## src/rtl/switch_param_loader_pkg.sv

```systemverilog
// -----------------------------------------------------------------------------
// switch_param_loader_pkg
//   Shared definitions for the switch/pushbutton parameter loader:
//   - stage_e    : loader FSM state, also driven out on Stage for LED display
//   - DEFAULT_*  : hardware debounce settings (10 ms at 100 MHz)
//   - SIM_DEBOUNCE : short debounce interval so simulations stay small
// -----------------------------------------------------------------------------
package switch_param_loader_pkg;

  // Encoding is visible on the Stage port; keep the numeric values fixed.
  typedef enum logic [1:0] {
    WAIT_X       = 2'd0,
    WAIT_Y       = 2'd1,
    OFFER        = 2'd2,
    STAGE_UNUSED = 2'd3
  } stage_e;

  localparam int DEFAULT_DEBOUNCE_CYCLES = 1000000;
  localparam int DEFAULT_CNT_W           = 20;
  localparam int DEFAULT_DATA_W          = 16;

  localparam int SIM_DEBOUNCE            = 4;

endpackage

```

## src/rtl/switch_param_loader_debounce_pulse.sv

```systemverilog
// -----------------------------------------------------------------------------
// debounce_pulse
//   Turns a raw, bouncing, asynchronous pushbutton into a single-cycle press
//   pulse.  Two-flop synchronizer, then a counter that only accepts a new
//   level after it has differed from the accepted level for DEBOUNCE_CYCLES
//   consecutive cycles, then a rising-edge detector with a registered output.
//
//   Parameters:
//     DEBOUNCE_CYCLES  cycles a new level must persist before acceptance
//     CNT_W            counter width, 2**CNT_W > DEBOUNCE_CYCLES
//   Ports:
//     Clk    in   system clock (rising edge)
//     Reset  in   synchronous, active-high reset
//     In     in   raw asynchronous button level, active high
//     Pulse  out  one-cycle pulse per accepted press (never on release)
// -----------------------------------------------------------------------------
module debounce_pulse
  import switch_param_loader_pkg::*;
#(
  parameter int DEBOUNCE_CYCLES = DEFAULT_DEBOUNCE_CYCLES,
  parameter int CNT_W           = DEFAULT_CNT_W
) (
  input  logic Clk,
  input  logic Reset,
  input  logic In,
  output logic Pulse
);

  localparam logic [CNT_W-1:0] CNT_LAST = CNT_W'(DEBOUNCE_CYCLES - 1);
  localparam logic [CNT_W-1:0] CNT_ONE  = CNT_W'(1);

  logic             btn_p0;
  logic             btn_p1;
  logic             stable;
  logic             stable_prev;
  logic [CNT_W-1:0] cnt;
  logic             pulse_q;

  always_ff @(posedge Clk) begin
    if (Reset) begin
      btn_p0      <= 1'b0;
      btn_p1      <= 1'b0;
      stable      <= 1'b0;
      stable_prev <= 1'b0;
      cnt         <= '0;
      pulse_q     <= 1'b0;
    end else begin
      // stage 0/1: metastability synchronizer
      btn_p0 <= In;
      btn_p1 <= btn_p0;

      // debounce: any return to the accepted level restarts the count, so
      // only an unbroken run of DEBOUNCE_CYCLES differing samples is accepted
      if (btn_p1 == stable) begin
        cnt <= '0;
      end else if (cnt == CNT_LAST) begin
        stable <= btn_p1;
        cnt    <= '0;
      end else begin
        cnt <= cnt + CNT_ONE;
      end

      // edge detect: rising edge of the accepted level only, registered so
      // the pulse is glitch-free and exactly one cycle wide
      stable_prev <= stable;
      pulse_q     <= stable & ~stable_prev;
    end
  end

  assign Pulse = pulse_q;

endmodule

```

## src/rtl/switch_param_loader.sv

```systemverilog
// -----------------------------------------------------------------------------
// switch_param_loader
//   User-input front end of the motion-search datapath.  Each debounced
//   button press captures the synchronized slide switches: the first press
//   loads X, the second loads Y, after which the pair is offered to the
//   datapath on a valid/ready handshake.  Presses during the offer are
//   dropped.
//
//   Parameters:
//     DEBOUNCE_CYCLES  button debounce interval in clock cycles
//     CNT_W            debounce counter width
//     DATA_W           switch / parameter width
//   Ports:
//     Clk         in   system clock (rising edge)
//     Reset       in   synchronous, active-high reset
//     BtnIn       in   raw asynchronous pushbutton, active high
//     SwIn        in   raw asynchronous slide switches
//     ParamX      out  captured X parameter (held until overwritten)
//     ParamY      out  captured Y parameter (held until overwritten)
//     ParamValid  out  X/Y pair offered to the datapath (registered)
//     ParamReady  in   datapath accepts the pair (ignored outside OFFER)
//     Stage       out  current FSM state for LED/display indication
// -----------------------------------------------------------------------------
module switch_param_loader
  import switch_param_loader_pkg::*;
#(
  parameter int DEBOUNCE_CYCLES = DEFAULT_DEBOUNCE_CYCLES,
  parameter int CNT_W           = DEFAULT_CNT_W,
  parameter int DATA_W          = DEFAULT_DATA_W
) (
  input  logic              Clk,
  input  logic              Reset,
  input  logic              BtnIn,
  input  logic [DATA_W-1:0] SwIn,
  output logic [DATA_W-1:0] ParamX,
  output logic [DATA_W-1:0] ParamY,
  output logic              ParamValid,
  input  logic              ParamReady,
  output logic [1:0]        Stage
);

  logic [DATA_W-1:0] sw_p0;
  logic [DATA_W-1:0] sw_p1;
  logic              press;

  stage_e            state;
  stage_e            state_nxt;
  logic              valid_q;
  logic              valid_nxt;
  logic              cap_x;
  logic              cap_y;
  logic [DATA_W-1:0] param_x;
  logic [DATA_W-1:0] param_y;

  debounce_pulse #(
    .DEBOUNCE_CYCLES (DEBOUNCE_CYCLES),
    .CNT_W           (CNT_W)
  ) u_btn (
    .Clk   (Clk),
    .Reset (Reset),
    .In    (BtnIn),
    .Pulse (press)
  );

  always_ff @(posedge Clk) begin
    if (Reset) begin
      sw_p0 <= '0;
      sw_p1 <= '0;
    end else begin
      // stage 0/1: switch synchronizer; only sw_p1 is ever captured
      sw_p0 <= SwIn;
      sw_p1 <= sw_p0;
    end
  end

  always_ff @(posedge Clk) begin
    if (Reset) begin
      state   <= WAIT_X;
      valid_q <= 1'b0;
      param_x <= '0;
      param_y <= '0;
    end else begin
      state   <= state_nxt;
      valid_q <= valid_nxt;
      if (cap_x) param_x <= sw_p1;
      if (cap_y) param_y <= sw_p1;
    end
  end

  always_comb begin
    state_nxt = state;
    cap_x     = 1'b0;
    cap_y     = 1'b0;
    case (state)
      WAIT_X: begin
        if (press) begin
          cap_x     = 1'b1;
          state_nxt = WAIT_Y;
        end
      end
      WAIT_Y: begin
        if (press) begin
          cap_y     = 1'b1;
          state_nxt = OFFER;
        end
      end
      OFFER: begin
        // press is deliberately not looked at here: it is dropped
        if (valid_q && ParamReady) state_nxt = WAIT_X;
      end
      default: state_nxt = WAIT_X;
    endcase
    // valid is registered from the next state, so it is high on the very
    // first OFFER cycle and falls together with the handshake
    valid_nxt = (state_nxt == OFFER);
  end

  assign ParamX     = param_x;
  assign ParamY     = param_y;
  assign ParamValid = valid_q;
  assign Stage      = state;

endmodule

```

## config.mk

```make
export PLATFORM = sky130hd
export DESIGN_NAME = switch_param_loader
export DESIGN_NICKNAME = d
export VERILOG_FILES = /design/src/rtl/switch_param_loader_pkg.sv /design/src/rtl/switch_param_loader_debounce_pulse.sv /design/src/rtl/switch_param_loader.sv
export SDC_FILE = /design/constraint.sdc
export NUM_CORES = 1
export LEC_CHECK = 0
export CORE_ASPECT_RATIO = 1.75
export CORE_UTILIZATION = 54
export CTS_BUF_LIST = sky130_fd_sc_hd__clkbuf_2
export DETAILED_ROUTE_END_ITERATION = 6
export GPL_ROUTABILITY_DRIVEN = 0
export PLACE_DENSITY = 0.81
export RECOVER_POWER = 25
export SLEW_MARGIN = 20
export SYNTH_ARGS = -nofsm -noshare
export SYNTH_HDL_FRONTEND = slang
export SYNTH_SLANG_ARGS = --single-unit
```

## constraint.sdc

```tcl
create_clock -name Clk -period 2 [get_ports Clk]
set_input_delay 0.2 -clock Clk [delete_from_list [all_inputs] [get_ports Clk]]
set_output_delay 0.2 -clock Clk [all_outputs]
set_load 0.01 [all_outputs]
```

==> impl_metrics.ini <==
[yosys]
ys_top_cells_by_area = dfxtp_1 (59%), nand2_1 (8.3%), nor2b_1 (7.2%)
synth_area_per_cell_um2 = 9.32
synth_edf_count = 0
synth.largest_area_cell = dfxtp_1
synthFlopType = dfxtp_1
syn_inst = 335
ys_ff_latch = 92
synthArstFlopShare_pct = 0
synth-adder-area-share_pct = 0.401
synth_top_cell_area_share_pct = 59.0
synth_xor_area_share_pct = 4.77
ys_seq_area_share_pct = 59.0
synth_compound_area_share_pct = 7.45
synth_cell_types = 32
synth_area_um2 = 3120
synth_nets = 356
synth_top_family_by_area = simple AND/OR/NAND/NOR gates
ys_warn_count = 0
synthMuxAreaShare_pct = 0
yosys.area_share.simple_pct = 25.5

[clocking]
post_cts_resized = 0
cts_setup_buffers = 0
cts_tree = built
ctsHoldBuffers = 1
cts_inserted_buffers = 9
clk_pin_slew_ns = 0.20
clk_latency_ns = 0.51
cts.sinks = 92
htreeDepth = 3
cts_buffer_depth = 2
cts_root_buf = clkbuf_2

[worst_setup_path]
cp.required_ns = 1.80
cp_slowest_stage_delay_ns = 0.58
critPathMaxFanout = 7
cp_slowest_cell = clkdlybuf4s50_1
crit_type = register to output pin
crit_chain = clkdlybuf4s50_1
cp.depth = 1
cp-end-kind = output pin
timing.critical_path.buf_inv = 1
crit_arrival_ns = 1.58
start_kind = register
reg2regPathDepth = 4
path_delay_family = buffers and inverters

[cells_and_area]
drive_above_1_share_pct = 6.58
antenna_cells = 0
design_area_um2 = 3820
area_growth_pct = 22.2
fin_util_pct = 68.3
fin_nets = 412

[sta]
timing.final.ws_setup_ns = 0.221
hold_ws_ns = 0.209
grt_setup_unrepaired = no
setup_tns_ns = 0
final_hold_viol_count = 0
max_freq_ghz = 0.562
worstMarginPinSlew_ns = 1.15
post-route-period-util_pct = 89.0
fin_skew_ns = 0.00915
fin_crit_ns = 1.78
setup-violations-final = 0
slew_headroom_pct = 23.6
drv_slew = 0

[die]
die_area_um2 = 6100
ios = 55
coreArea_um2 = 5590
placementRows = 36
dieHeight_um = 103
start_util_pct = 55.9
dieWidth_um = 59.5

[route]
route.vias.total = 2342
wl_um = 5640
first_pass_iters = 4
final_antenna_net_count = 0
via_per_inst = 4.97
wl_per_cell_um = 12.0
drt-initial-drc-count = 85
drc = 0

[power_and_ir_drop]
p_per_area_nw_per_um2 = 701
peakVddDrop_mv = 0.461
p_leak_nw = 1.26

[grt]
grt_overflow_total = 0
antenna_found_initial = 0
grt_pass1_wl_um = 8990
grt_max_degree = 40
track_usage_pct = 20.0
grt_pass1_vias = 2151

[placement]
port_buffers = 54
dp_hpwl_um = 4020
dp_slack_ns = 0.276
place_area_um2 = 3740

[worst_hold_path]
min_path_type = primary input to register
hold-path-cell-count = 2

[outcome]
status = finished clean

[job]
maxCapViolCount = 0
==> placed cells by master (no fill, tap or decap) <==
cell type        instances
dfxtp_1                 92
nand2_1                 69
clkdlybuf4s50_1         53
nor2b_1                 36
a21oi_1                 36
nor2_1                  22
xnor2_1                 15
clkbuf_2                13
inv_1                    7
nor4_1                   6
nand3_1                  5
nor3_1                   4
nand4_1                  4
buf_4                    4
nand3b_1                 2
xor2_1                   2
o21ai_0                  2
clkinv_1                 2
clkbuf_1                 2
nor3b_2                  1
or3b_2                   1
and3b_1                  1
nand3_2                  1
nand4_4                  1
a31o_2                   1
or2_2                    1
nor4bb_1                 1
nor3b_1                  1
nand4b_1                 1
o21ai_2                  1
or4_4                    1
o221ai_1                 1
a211oi_1                 1
o41ai_1                  1
or3_1                    1
ha_1                     1
clkinvlp_4               1
dlygate4sd3_1            1
==> path summary, 6_finish.rpt <==
path                                        start             to  slack (ns)
worst min register to register  u_btn.stable_prev    u_btn.Pulse        0.41
worst max register to register       u_btn.cnt[5]  u_btn.cnt[19]        0.23
worst min-delay path                      SwIn[1]       sw_p0[1]        0.21
worst max-delay path                     Stage[0]       Stage[0]        0.22
==> registers in the layout, summed over array words and instances, names as in the netlist <==
name	count
ParamValid	1
ParamX	16
ParamY	16
Stage	2
sw_p0	16
sw_p1	16
u_btn.Pulse	1
u_btn.btn_p0	1
u_btn.btn_p1	1
u_btn.cnt	20
u_btn.stable	1
u_btn.stable_prev	1
==> kinds of logic (layout without fill, tap and decap cells) <==
logic type	Yosys count	count (layout)
flops	92	92
compound gates	43	43
simple gates	159	159
fa+ha+maj	1	1
buf+inv	23	83
xor+xnor	17	17
==> area by class of cell <==
| cell class | count | area (um^2) |
|---|---|---|
| inverter | 7 | 26.3 |
| clock buffer | 12 | 60.1 |
| tap | 76 | 95.1 |
| multi-input combinational | 220 | 1190 |
| clock inverter | 3 | 15.0 |
| sequential | 92 | 1840 |
| timing repair buffer | 61 | 583 |
| fill | 491 | 1770 |
==> stage by stage <==
step | std cells | total power [mW]
after global placement | 455 | 2.00
final | 471 | 2.67
after detailed placement | 455 | 2.01
after global routing | 471 | 2.77
after CTS | 471 | 2.70
after floorplan | 335 | 1.96
==> synth_stat cells (all sizes together), types with 2 or more instances <==
| cell type | n |
|---|---|
| nand2 | 69 |
| nand3 | 6 |
| nor4 | 6 |
| nor3b | 2 |
| xnor2 | 15 |
| nand4 | 5 |
| o21ai | 3 |
| nor3 | 4 |
| nor2 | 22 |
| nor2b | 36 |
| xor2 | 2 |
| nand3b | 2 |
| inv | 7 |
| a21oi | 36 |
| clkbuf | 15 |
| dfxtp | 92 |
==> per-layer routing <==
layer  GRT usage, %  vias to the layer above  part of all wire [%]
met5              0                        -                     0
met4           13.9                        0                   3.1
met3           3.89                       18                   3.4
met2           36.0                       59                    53
met1           19.8                     1062                    40
li1               -                     1203                     -
==> report_power, final <==
group	leakage [nW]	switching (mW)	internal, mW
combinational	0.460	0.0369	0.0519
clock	0.0531	0.540	0.165
sequential	0.748	0.0110	1.87
No activity file was read; power rests on OpenSTA's default activity.
